File: src/rtl/seq_detect_arbiter.sv
// ---------------------------------------------------------------------------
// seq_detect_arbiter
//
// Several serial bit streams share one "1101" Mealy detector. A round-robin
// arbiter picks at most one channel per cycle. The shared detector advances
// that channel's saved context, and the context is written back. Detection
// overlaps, so 1101101 produces two hits.
//
// Ports
//   clk        : single clock, rising-edge active
//   reset      : asynchronous, active-high reset
//   bit_valid  : [NUM_CH] channel i offers a serial bit
//   bit_in     : [NUM_CH] serial data bits, qualified by bit_valid
//   bit_ready  : [NUM_CH] one-hot grant; a bit is consumed when valid&ready
//   ch_clear   : [NUM_CH] per-channel context clear (only with the macro)
//   hit_valid  : one-cycle pulse, the cycle after a pattern-completing bit
//   hit_ch     : channel of the last hit; holds between hits
//
// Optional feature: define SEQ_ARB_CLEAR_EN to add the ch_clear port.
// ---------------------------------------------------------------------------
module seq_detect_arbiter #(
  parameter int NUM_CH = 4,
  parameter int CH_W   = 2
) (
  input  logic              clk,
  input  logic              reset,
  input  logic [NUM_CH-1:0] bit_valid,
  input  logic [NUM_CH-1:0] bit_in,
`ifdef SEQ_ARB_CLEAR_EN
  input  logic [NUM_CH-1:0] ch_clear,
`endif
  output logic [NUM_CH-1:0] bit_ready,
  output logic              hit_valid,
  output logic [CH_W-1:0]   hit_ch
);

  // One-hot detector states. IDLE means nothing useful has been seen yet.
  // A means "1" was seen, B means "11" was seen, and C means "110" was seen.
  typedef enum logic [3:0] {
    S_IDLE = 4'b0001,
    S_A    = 4'b0010,
    S_B    = 4'b0100,
    S_C    = 4'b1000
  } ctx_t;

  logic [3:0]        ctx [NUM_CH];
  logic [CH_W-1:0]   ptr;
  logic [CH_W-1:0]   grant_idx;
  logic              grant_any;
  logic [NUM_CH-1:0] grant;
  int                scan;
  logic [3:0]        cur_ctx;
  logic [3:0]        next_ctx;
  logic              cur_bit;
  logic              dec_hit;
  logic [NUM_CH-1:0] clear_vec;
  logic              hit_now;

`ifdef SEQ_ARB_CLEAR_EN
  assign clear_vec = ch_clear;
`else
  assign clear_vec = '0;
`endif

  // Round-robin search. The search starts at the priority pointer and
  // wraps around. The first channel found with a valid bit wins. While
  // reset is high, no channel is granted.
  always_comb begin
    grant     = '0;
    grant_idx = '0;
    grant_any = 1'b0;
    scan      = 0;
    if (!reset) begin
      for (int k = 0; k < NUM_CH; k++) begin
        scan = int'(ptr) + k;
        if (scan >= NUM_CH) scan = scan - NUM_CH;
        if (!grant_any && bit_valid[scan]) begin
          grant_any = 1'b1;
          grant_idx = CH_W'(scan);
        end
      end
    end
    if (grant_any) grant[grant_idx] = 1'b1;
  end

  assign bit_ready = grant;

  // Shared detector. This logic decodes the granted channel's saved
  // context. Any context that is not one-hot (corruption) falls back to
  // IDLE and produces no hit.
  always_comb begin
    cur_ctx  = ctx[grant_idx];
    cur_bit  = bit_in[grant_idx];
    next_ctx = S_IDLE;
    dec_hit  = 1'b0;
    case (cur_ctx)
      S_IDLE: next_ctx = cur_bit ? S_A : S_IDLE;
      S_A:    next_ctx = cur_bit ? S_B : S_IDLE;
      S_B:    next_ctx = cur_bit ? S_B : S_C;
      S_C: begin
        next_ctx = cur_bit ? S_A : S_IDLE;
        dec_hit  = cur_bit;
      end
      default: next_ctx = S_IDLE;
    endcase
  end

  // If a clear hits the granted channel in the same cycle, the clear wins.
  // The bit is still consumed, but it cannot produce a hit.
  assign hit_now = grant_any & dec_hit & ~clear_vec[grant_idx];

  // State register. It holds the per-channel contexts, the round-robin
  // pointer and the registered hit outputs. Only the granted channel's
  // context moves, unless a clear forces a channel to IDLE.
  always_ff @(posedge clk or posedge reset) begin
    if (reset) begin
      for (int i = 0; i < NUM_CH; i++) ctx[i] <= S_IDLE;
      ptr       <= '0;
      hit_valid <= 1'b0;
      hit_ch    <= '0;
    end else begin
      hit_valid <= hit_now;
      if (hit_now) hit_ch <= grant_idx;
      for (int i = 0; i < NUM_CH; i++) begin
        if (clear_vec[i])
          ctx[i] <= S_IDLE;
        else if (grant_any && (grant_idx == CH_W'(i)))
          ctx[i] <= next_ctx;
      end
      if (grant_any)
        ptr <= (grant_idx == CH_W'(NUM_CH - 1)) ? '0 : grant_idx + 1'b1;
    end
  end

endmodule

File: config.mk
export PLATFORM = sky130hd
export DESIGN_NAME = seq_detect_arbiter
export DESIGN_NICKNAME = d
export VERILOG_FILES = /design/src/rtl/seq_detect_arbiter.sv
export SDC_FILE = /design/constraint.sdc
export NUM_CORES = 1
export LEC_CHECK = 0
export CELL_PAD_IN_SITES_DETAIL_PLACEMENT = 2
export CELL_PAD_IN_SITES_GLOBAL_PLACEMENT = 2
export CORE_MARGIN = 1
export CORE_UTILIZATION = 30
export CTS_CLUSTER_SIZE = 30
export DETAILED_ROUTE_END_ITERATION = 12
export GPL_TIMING_DRIVEN = 0
export PLACE_DENSITY_LB_ADDON = 0.1
export SLEW_MARGIN = 15
export SYNTH_ARGS = -nofsm -noshare
export SYNTH_HDL_FRONTEND = slang
export SYNTH_SLANG_ARGS = --single-unit
File: constraint.sdc
create_clock -name clk -period 2.46 [get_ports clk]
set_clock_uncertainty 0.15 [all_clocks]
set_input_delay 0.369 -clock clk [delete_from_list [all_inputs] [get_ports clk]]
set_output_delay 0.369 -clock clk [all_outputs]
set_load 0.005 [all_outputs]
==> results.md, run 1 <==
- Min-delay worst type: flop to flop
- CP cell instances: buf_6, and3b_2, a31oi_4, nand3_4, buf_16, mux2i_1, mux2_4, nor4_4, mux2_4
- Post-DP HPWL: 2.39 mm
- Yosys reg bits: 21
- Setup_tns: -3340 ps
- Syn Inst Count: 118
- CTS tree: done
- Overall Global Routing Usage: 0.185
- PD cells: 1000 nW/um^2
- CTS Hold Bufs: 0
- Gate power share: 0.628
- Internal power: 1.29 mW
- Worst-Margin Slew: 814 ps
- Yosys warnings: 0
- Min Tclk post-route: 2680 ps
- Clk root buf: clkbuf_8
- FFs w/ async S/R, synth: 1.00
- Initial Util: 0.318
- Clk_lat worst skew: 260 ps
- Port Buffers: 16
- Drt drc: 0
- First-pass GRT wire length: 6.02 mm
- Register area share after synthesis: 0.411
- Die Y: 67.6 microns
- Sw frac: 0.391
- Worst EP arrival: 2670 ps
- Top cell type's share of synthesized area: 0.329
- Clock Sinks: 21
- Tcrit/Tclk final: 1.09
- Netlist cell types: 33
- Main combinational cell family by area after synthesis: multiplexers
- Routed len/inst: 19.7 microns
- Flop pwr share: 0.265
- Filler cells: 391
- Post-synthesis simple-gate area fraction: 0.156
- CTS buffer count: 3
- CP Launch Type: flop
- Htree depth: 1
- Final WS setup: -218 ps
- Failing checks: negative setup slack
- Max-slew headroom: 0.457
- Largest area contributor in the netlist: dfrtp_1
- Main synth FF type: dfrtp_1
- Pre-antenna DRT Iters: 2
- Initial DRC Count: 17
- Post-synth EDFFs: 0
- Critical path's most frequent cell: mux2_4
- Syn Area/Cell: 10.9 sq um
- DIE AREA: 4570 sq um
- CTS clk-pin slew, worst paths: 80 ps
- Vias per inst: 5.07
- Crit path buf inv count: 2
- Gr ovfl total: 0
- Vias: 1130
- Most frequent cells after synthesis: dfrtp_1 (17), nand2_1 (15), mux2i_1 (12)
- Min-delay src: ctx[0]$_DFFE_PP1P_
- Final core utilization: 0.522
- Status: complete, but fails checks
- RSZ-0062 raised after global routing: yes
- Clock network fraction of design power: 0.107
- Most frequent cell after synthesis: dfrtp_1
- Setup Crit Path Kind: flop to flop
- Initial antenna violation count: 0
- Crit path from: ptr[1]$_DFFE_PP0P_
- Fraction of the mapped netlist area in compound gates: 0.105
- WL final: 4.40 mm
- Die width: 67.6 microns
- Layout area overhead: 64.1%
- Routed Antenna Nets: 0
- F_max: 373 MHz
- Pleak: 0.992 nW
- Top cells by area, synth: dfrtp_1 (33%), mux2_2 (9.6%), mux2i_1 (9.3%), dfstp_2 (8.1%), o31ai_1 (4.7%)
- Routability cong.: 0.687
- Max-slew violation count: 0
- Via count of the first global-routing pass: 1171
- I/O pin total: 17
- Synth Area in Adders: 0.0388
- Worst R2R Start: ptr[1]$_DFFE_PP0P_
- P_sw: 0.829 mW
- Cell family with most CP delay: multiplexers
- Max-Cap Viols: 0
- Post-Syn Nets: 132
- Fin nets: 188
- Final hold violations: 0
- CORE AREA: 4060 sq um
- Max FO, Critical Path: 5
- Area of the mapped netlist: 1290 sq um
- Synth Area in XOR/XNOR: 0.0203
- Layout cell share with drive strength beyond 1: 0.613
- Maximum ir drop on the vdd rail: 0.437 mV
- Crit-path max cell delay: 410 ps
- Mux cell area share after synthesis: 0.223
- # diodes: 0
- Worst Path Required: 2450 ps
- Crit. End Element: flop
- Number of placement rows: 23
- CP max-delay cell: dfrtp_1
- Setup violators final: 22
- Clock Path Buffers: 2
- Largest net degree at the start of global routing: 22
flip-flops by register name, summed over array words and instances, names as in the netlist:
| name | cells |
|---|---|
| ctx | 16 |
| hit_ch | 2 |
| ptr | 2 |
| hit_valid | 1 |
tightest hold or removal path: cells and delay by family (launching register included):
kind            cells  cell delay [ps]
simple gates        1               60
flops               1              370
compound gates      1               60
worst paths after layout:
path                            slack (ps)                    end  cells after the start
worst max-delay path                  -220  hit_ch[1]$_DFFE_PP0P_                      9
worst min-delay path                   340     ctx[0]$_DFFE_PP1P_                      2
worst max register to register        -220  hit_ch[1]$_DFFE_PP0P_                      9
worst min register to register         340     ctx[0]$_DFFE_PP1P_                      2
max in group asynchronous             1040     ptr[0]$_DFFE_PP0P_                      2
min in group asynchronous              550     ctx[6]$_DFFE_PP0P_                      2
placed cells by master (no fill, tap or decap), types with 2 or more instances in the layout:
cell / n
inv_2: 4
nand2_2: 5
a21oi_4: 2
dfrtp_1: 16
ha_4: 2
mux2_4: 9
nand2b_4: 3
mux2i_1: 8
o31ai_2: 7
clkbuf_2: 3
mux2_2: 4
clkdlybuf4s50_1: 8
ha_2: 2
mux2i_2: 4
buf_6: 6
buf_12: 3
dlygate4sd2_1: 3
dfstp_2: 4
nor2_1: 4
inv_1: 4
nand2_1: 10
nand2b_1: 3
clkbuf_8: 3
buf_4: 28
power by group through the flow:
stage | clock network (mW) | registers (mW) | logic, mW
3_5_place_dp | 0 | 0.565 | 0.704
5_1_grt | 0.249 | 0.575 | 1.41
4_1_cts | 0.230 | 0.551 | 0.959
2_1_floorplan | 0 | 0.540 | 0.538
6_report | 0.226 | 0.562 | 1.33
3_3_place_gp | 0 | 0.554 | 0.682
logic make-up (layout without fill, tap and decap cells):
group / count (synthesis) / in the layout
simple gates: 34 / 34
mux: 26 / 26
flops: 21 / 21
compound gates: 18 / 18
buf+inv: 12 / 67
fa+ha+maj: 4 / 4
xor+xnor: 3 / 3
per-layer routing:
layer / vias to the layer above / track usage / wire, microns
li1: 522 / - / -
met3: 2 / 0.0287 / 109
met2: 14 / 0.339 / 2380
met4: 0 / 0.0426 / 23
met1: 592 / 0.221 / 1890
met5: - / 0 / 0
layout make-up:
cell class	instances	area (sq um)	area share
Buffer	2	31.3	0.0148
Clock buffer	4	45.0	0.0213
Inverter	10	47.5	0.0224
Multi-Input combinational cell	85	933	0.441
Sequential cell	21	532	0.251
Tap cell	50	62.6	0.0295
Timing Repair Buffer	51	467	0.220
metrics by stage:
stage | power [mW] | area, sq um | std cells | hold WS (ps) | setup slack (ps)
floorplan | 1.08 | 1310 | 118 | 193 | -75.9
global placement | 1.24 | 1540 | 184 | 310 | -1090
finish | 2.12 | 2120 | 223 | 342 | -218
global route | 2.23 | 2120 | 223 | 371 | -293
CTS | 1.74 | 1860 | 210 | 333 | -201
detailed placement | 1.27 | 1540 | 184 | 322 | -1120
what timing repair did:
item                                    CTS  global route
gates resized for setup                  44            37
endpoints found under the setup margin   24            22
gates cloned                              1             0
pin swaps                                12             8
buffers inserted                         21            13
(Power assumes the default switching activity.)
==> inputs of run 2 (changes only) <==
--- a/config.mk
+++ b/config.mk
@@ -5,14 +5,11 @@
 export SDC_FILE = /design/constraint.sdc
 export NUM_CORES = 1
 export LEC_CHECK = 0
-export CELL_PAD_IN_SITES_DETAIL_PLACEMENT = 2
-export CELL_PAD_IN_SITES_GLOBAL_PLACEMENT = 2
 export CORE_MARGIN = 1
 export CORE_UTILIZATION = 30
 export CTS_CLUSTER_SIZE = 30
 export DETAILED_ROUTE_END_ITERATION = 12
 export GPL_TIMING_DRIVEN = 0
-export PLACE_DENSITY_LB_ADDON = 0.1
 export SLEW_MARGIN = 15
 export SYNTH_ARGS = -nofsm -noshare
 export SYNTH_HDL_FRONTEND = slang
==> run 2 against run 1 <==
Compared with the run above:
- fmax fell by 0.67%
- global-route usage fell by 3.1 points
- power fell by 1.9%
- via count fell by 2.3%
- critical endpoint is now ctx[12]$_DFFE_PP1P_
- the run still ends with negative setup slack left
- worst setup slack got worse by 18 ps
- design area fell by 1.5%
==> results.md, run 2 (synthesis results as in run 1) <==
- Status: complete, but fails checks
- Failing checks: negative setup slack
- Maximum ir drop on the vdd rail: 0.444 mV (+1.5%)
- CP cell instances: nand2b_4, a211o_1, a221o_1, buf_6, buf_8, mux2_4, buf_6, xnor2_4, a211oi_4, o31ai_1
- Vias per inst: 4.97 (-1.9%)
- Layout area overhead: 61.5%
- P_sw: 0.778 mW (-6.1%)
- Clock network fraction of design power: 0.109 (+0.002)
- CP max-delay cell: dfrtp_1
- Routed Antenna Nets: 0 (unchanged)
- Drt drc: 0 (unchanged)
- Worst-Margin Slew: 788 ps (-26.1 ps)
- Via count of the first global-routing pass: 1061 (-9.4%)
- Setup violators final: 21 (-4.5%)
- Crit path buf inv count: 3 (+1)
- Critical path's most frequent cell: buf_6
- DIE AREA: 4570 sq um (unchanged)
- Initial DRC Count: 21 (+4)
- Pleak: 0.998 nW (+0.70%)
- WL final: 3.58 mm (-19%)
- RSZ-0062 raised after global routing: yes
- CTS clk-pin slew, worst paths: 70 ps (about the same)
- Largest net degree at the start of global routing: 22 (unchanged)
- WHS: 327 ps (-15.7 ps)
- I/O pin total: 17 (unchanged)
- Setup Crit Path Kind: flop to flop
- Gate power share: 0.628 (about the same)
- Routability cong.: 0.801 (+17%)
- Regs by FF count: ctx x16, hit_ch x2, ptr x2
- CTS tree: done
- Port Buffers: 16 (unchanged)
- Flop pwr share: 0.264 (about the same)
- Min Tclk post-route: 2700 ps (+18.2 ps)
- Initial Util: 0.318 (unchanged)
- F_max: 371 MHz (-0.67%)
- First-pass GRT wire length: 4.98 mm (-17%)
- Htree depth: 1 (unchanged)
- Max-slew headroom: 0.474 (+0.0174)
- Gr ovfl total: 0 (unchanged)
- FF+latch area: 532 sq um (unchanged)
- CTS Hold Bufs: 0 (unchanged)
- PD cells: 997 nW/um^2 (-0.37%)
- Final WS setup: -236 ps (-18.2 ps)
- Non-Filler Instances: 222 (-0.45%)
- Internal power: 1.30 mW (+0.80%)
- Filler cells: 347 (-11%)
- CP Launch Type: flop
- Max-slew violation count: 0 (unchanged)
- Routed len/inst: 16.1 microns (-18%)
- Max FFs per register: 16 (unchanged)
- Multi-input gate area: 925 sq um (-0.94%)
- Commonest cells after routing, fill and taps aside: buf_4 (27), dfrtp_1 (16), mux2i_1 (11), nand2_1 (10)
- Cell family with most CP delay: compound AO/OA/AOI/OAI gates
- Crit-path max cell delay: 410 ps (about the same)
- Clock Sinks: 21 (unchanged)
- Sw frac: 0.374 (-0.0168)
- Final hold violations: 0 (unchanged)
- Worst EP arrival: 2730 ps (+60 ps)
- Die width: 67.6 microns (unchanged)
- Clk root buf: clkbuf_8
- # diodes: 0 (unchanged)
- Worst Path Required: 2500 ps (+50 ps)
- DP Cell Count: 184 (unchanged)
- Crit. End Element: flop
- Clk_lat worst skew: 260 ps (about the same)
- Die Y: 67.6 microns (unchanged)
- Min-delay worst type: flop to flop
- Vias: 1104 (-2.3%)
- Commonest non-fill, non-tap cell in the layout: buf_4
- Post-DP HPWL: 1.86 mm (-22%)
- Layout cell share with drive strength beyond 1: 0.558 (-0.0546)
- CORE AREA: 4060 sq um (unchanged)
- Max-Cap Viols: 0 (unchanged)
- CTS buffer count: 3 (unchanged)
- Number of placement rows: 23 (unchanged)
- Tcrit/Tclk final: 1.10 (+0.00739)
- Largest reg by FF count: ctx
- Reg-to-reg slack, setup: -240 ps (-20 ps)
- Pre-antenna DRT Iters: 4 (+2)
- Overall Global Routing Usage: 0.153 (-0.0313)
- Initial antenna violation count: 0 (unchanged)
- Max FO, Critical Path: 6 (+1)
- Fin nets: 187 (-0.53%)
- Clock Path Buffers: 2 (unchanged)
run 2: changes by cell type in the layout (fill, tap and decap cells not counted), sizes merged:
cell and change:
clkbuf -2, clkdlybuf4s15 +1, dlygate4sd2 +1, buf -1
run 2: layout make-up:
type,instances,share of cell area
Multi-Input combinational cell,85,0.443
Sequential cell,21,0.255
Tap cell,50,0.0300
Clock buffer,4,0.0216
Buffer,2,0.0126
Timing Repair Buffer,50,0.218
Inverter,10,0.0192
run 2: path summary, 6_finish.rpt:
check                               startpoint                   to  depth (start not counted)
hold / removal             ctx[12]$_DFFE_PP1P_  ctx[12]$_DFFE_PP1P_                          2
max in group asynchronous                reset   ptr[0]$_DFFE_PP0P_                          2
min in group asynchronous                reset  ctx[10]$_DFFE_PP0P_                          2
setup / recovery            ptr[1]$_DFFE_PP0P_  ctx[12]$_DFFE_PP1P_                         10
setup reg to reg            ptr[1]$_DFFE_PP0P_  ctx[12]$_DFFE_PP1P_                         10
hold reg to reg            ctx[12]$_DFFE_PP1P_  ctx[12]$_DFFE_PP1P_                          2
run 2: repair_timing:
item	4_1_cts	5_1_grt
setup endpoints to repair	24	23
pin swaps	13	13
buffers inserted	21	12
resized for setup	42	30
gates cloned	1	0
run 2: worst min-delay path: stages (launching register included):
cell	delay (ps)
dfstp_2	370
nand2_1	50
o31ai_1	60
run 2: metrics by stage:
step                       util  setup TNS, ps  area, sq um  worst slack (ps)  power [mW]
after floorplan               -          -75.9         1310             -75.9        1.08
after global placement    0.378         -16200         1540              -977        1.22
after detailed placement  0.378         -17110         1540              -987        1.24
after CTS                 0.464          -2900         1880              -218        1.75
after global routing      0.514          -5710         2090              -333        2.20
final                     0.514          -3670         2090              -236        2.08
run 2: power groups by stage:
stage	Clock, mW	Sequential [mW]	Combinational, mW
final	0.226	0.548	1.31
after global routing	0.250	0.562	1.39
after global placement	0	0.551	0.664
after floorplan	0	0.540	0.538
after detailed placement	0	0.558	0.682
after CTS	0.235	0.549	0.965
run 2: metal layers:
layer	track usage	vias to the layer above	routed length, microns
met4	0.0638	0	66
met3	0.0203	7	157
met1	0.197	549	1500
met2	0.255	29	1860
li1	-	519	-
met5	0	-	0
==> inputs of run 3 (changes only) <==
--- a/config.mk
+++ b/config.mk
@@ -5,7 +5,7 @@
 export SDC_FILE = /design/constraint.sdc
 export NUM_CORES = 1
 export LEC_CHECK = 0
-export CORE_MARGIN = 1
+export CORE_MARGIN = 2
 export CORE_UTILIZATION = 30
 export CTS_CLUSTER_SIZE = 30
 export DETAILED_ROUTE_END_ITERATION = 12
@@ -14,3 +14,4 @@
 export SYNTH_ARGS = -nofsm -noshare
 export SYNTH_HDL_FRONTEND = slang
 export SYNTH_SLANG_ARGS = --single-unit
+export TNS_END_PERCENT = 1
==> run 3 against run 2 <==
Compared with the run above:
- the flow still finishes with violations (negative setup slack)
- first-iteration DRC count is 48% higher
- sequential power hardly changed
- worst hold slack got worse by 2.9 ps
- cell count down 5.4%
- worst setup slack improved by 4.4 ps
- via count down 6.9%
- critical endpoint is now bit_ready[3]
- largest cell class unchanged
==> results.md, run 3 (synthesis results as in run 1) <==
- Status: complete, but fails checks
- Failing checks: negative setup slack
- RSZ-0062 raised after global routing: yes
- Vias: 1028 (-6.9%)
- Clk root buf: clkbuf_8
- Regs by FF count: ctx x16, hit_ch x2, ptr x2
- Port Buffers: 16 (unchanged)
- F_max: 371 MHz (+0.16%)
- CTS clk-pin slew, worst paths: 70 ps (about the same)
- Post-DP HPWL: 1.88 mm (+0.79%)
- Via count of the first global-routing pass: 1077 (+1.5%)
- Max-Cap Viols: 0 (unchanged)
- Pleak: 0.888 nW (-11%)
- Number of placement rows: 23 (unchanged)
- Overall Global Routing Usage: 0.134 (-0.0189)
- # diodes: 0 (unchanged)
- Final hold violations: 0 (unchanged)
- CTS Hold Bufs: 0 (unchanged)
- Initial antenna violation count: 0 (unchanged)
- Routed Antenna Nets: 0 (unchanged)
- PD cells: 921 nW/um^2 (-7.6%)
- Clock Sinks: 21 (unchanged)
- Final WS setup: -232 ps (+4.36 ps)
- Routability cong.: 0.845 (+5.5%)
- First-pass GRT wire length: 5.11 mm (+2.6%)
- Routed len/inst: 14.8 microns (-8.4%)
- Worst EP arrival: 2170 ps (-560 ps)
- Largest net degree at the start of global routing: 22 (unchanged)
- Setup Crit Path Kind: input port to output port
- Filler cells: 387 (+12%)
- Min-delay worst type: flop to flop
- Commonest cells after routing, fill and taps aside: buf_4 (18), dfrtp_1 (16), mux2i_1 (11), nand2_1 (10), mux2_2 (9)
- Max FFs per register: 16 (unchanged)
- Initial Util: 0.318 (unchanged)
- Max-slew headroom: 0.489 (+0.0144)
- Initial DRC Count: 31 (+48%)
- Htree depth: 1 (unchanged)
- Die width: 69.6 microns (+3.0%)
- CORE AREA: 4060 sq um (unchanged)
- CTS buffer count: 3 (unchanged)
- Min Tclk post-route: 2690 ps (-4.36 ps)
- WL final: 3.10 mm (-13%)
- Tcrit/Tclk final: 1.09 (-0.00177)
- Setup violators final: 22 (+4.8%)
- Setup_tns: -3800 ps (-132 ps)
- Drt drc: 0 (unchanged)
- Clock Path Buffers: 2 (unchanged)
- Pre-antenna DRT Iters: 4 (unchanged)
- DIE AREA: 4840 sq um (+6.0%)
- Max-slew violation count: 0 (unchanged)
- Largest reg by FF count: ctx
- Vias per inst: 4.90 (-1.6%)
- Worst-Margin Slew: 766 ps (-21.5 ps)
- CTS tree: done
- I/O pin total: 17 (unchanged)
- Fin nets: 175 (-6.4%)
- CP Launch Type: input port
- Clk_lat worst skew: 260 ps (about the same)
- Gr ovfl total: 0 (unchanged)
- Worst Path Required: 1940 ps (-560 ps)
- Die Y: 69.6 microns (+3.0%)
- Maximum ir drop on the vdd rail: 0.333 mV (-25%)
- Commonest non-fill, non-tap cell in the layout: buf_4
- Layout cell share with drive strength beyond 1: 0.444 (-0.114)
- Crit. End Element: output port
- Layout area overhead: 41.2%
- Max FO, Critical Path: 6 (unchanged)
- Dpl ws: -1020 ps (-35.5 ps)
==> run 3: repair_timing <==
item / in CTS / in global routing
setup buffers: 22 / 0
endpoints found under the setup margin: 24 / 23
pin swaps: 12 / 1
resized for setup: 37 / 2
==> run 3: power by group <==
| group | total, mW | internal [mW] | switching (mW) |
|---|---|---|---|
| Sequential | 0.550 | 0.481 | 0.0683 |
| Clock | 0.222 | 0.115 | 0.107 |
| Combinational | 0.907 | 0.475 | 0.432 |
| Total | 1.68 | 1.07 | 0.607 |
==> run 3: through the flow <==
| stage | instance area, sq um | power [mW] | util | hold slack, ps | cells |
|---|---|---|---|---|---|
| after floorplan | 1310 | 1.08 | - | 193 | 118 |
| after global placement | 1540 | 1.22 | 0.378 | 311 | 184 |
| after detailed placement | 1540 | 1.24 | 0.378 | 318 | 184 |
| after CTS | 1810 | 1.65 | 0.446 | 327 | 210 |
| after global routing | 1820 | 1.80 | 0.449 | 351 | 210 |
| final | 1820 | 1.68 | 0.449 | 324 | 210 |
==> run 3: final timing paths <==
kind                       depth (start not counted)               endpoint               start  slack (ps)
max                                               10           bit_ready[3]        bit_valid[0]        -230
min                                                2     ctx[0]$_DFFE_PP1P_  ctx[0]$_DFFE_PP1P_         320
max reg2reg                                        8  hit_ch[1]$_DFFE_PP0P_  ptr[1]$_DFFE_PP0P_        -210
min reg2reg                                        2     ctx[0]$_DFFE_PP1P_  ctx[0]$_DFFE_PP1P_         320
max in group asynchronous                          2     ptr[0]$_DFFE_PP0P_               reset        1110
min in group asynchronous                          2    ctx[10]$_DFFE_PP0P_               reset         520
==> run 3: area by class of cell <==
class / count / area, sq um / share of cell area
Sequential cell: 21 / 532 / 0.292
Inverter: 10 / 37.5 / 0.0206
Multi-Input combinational cell: 85 / 783 / 0.430
Timing Repair Buffer: 38 / 337 / 0.185
Tap cell: 50 / 62.6 / 0.0343
Clock buffer: 4 / 45.0 / 0.0247
Buffer: 2 / 26.3 / 0.0144
==> run 3: layer usage <==
layer | vias to the layer above | global-route usage | routed length [microns]
met5 | - | 0 | 0
met2 | 27 | 0.230 | 1510
met4 | 0 | 0.0458 | 46
li1 | 498 | - | -
met3 | 5 | 0.0189 | 139
met1 | 498 | 0.173 | 1400
==> run 3: critical path, cell delays in order <==
cell	delay, ps
dlygate4sd2_1	350
nor3_1	100
a211o_1	280
a221o_1	330
buf_6	140
inv_2	70
ha_2	180
nand2_2	80
inv_2	80
clkdlybuf4s15_2	200
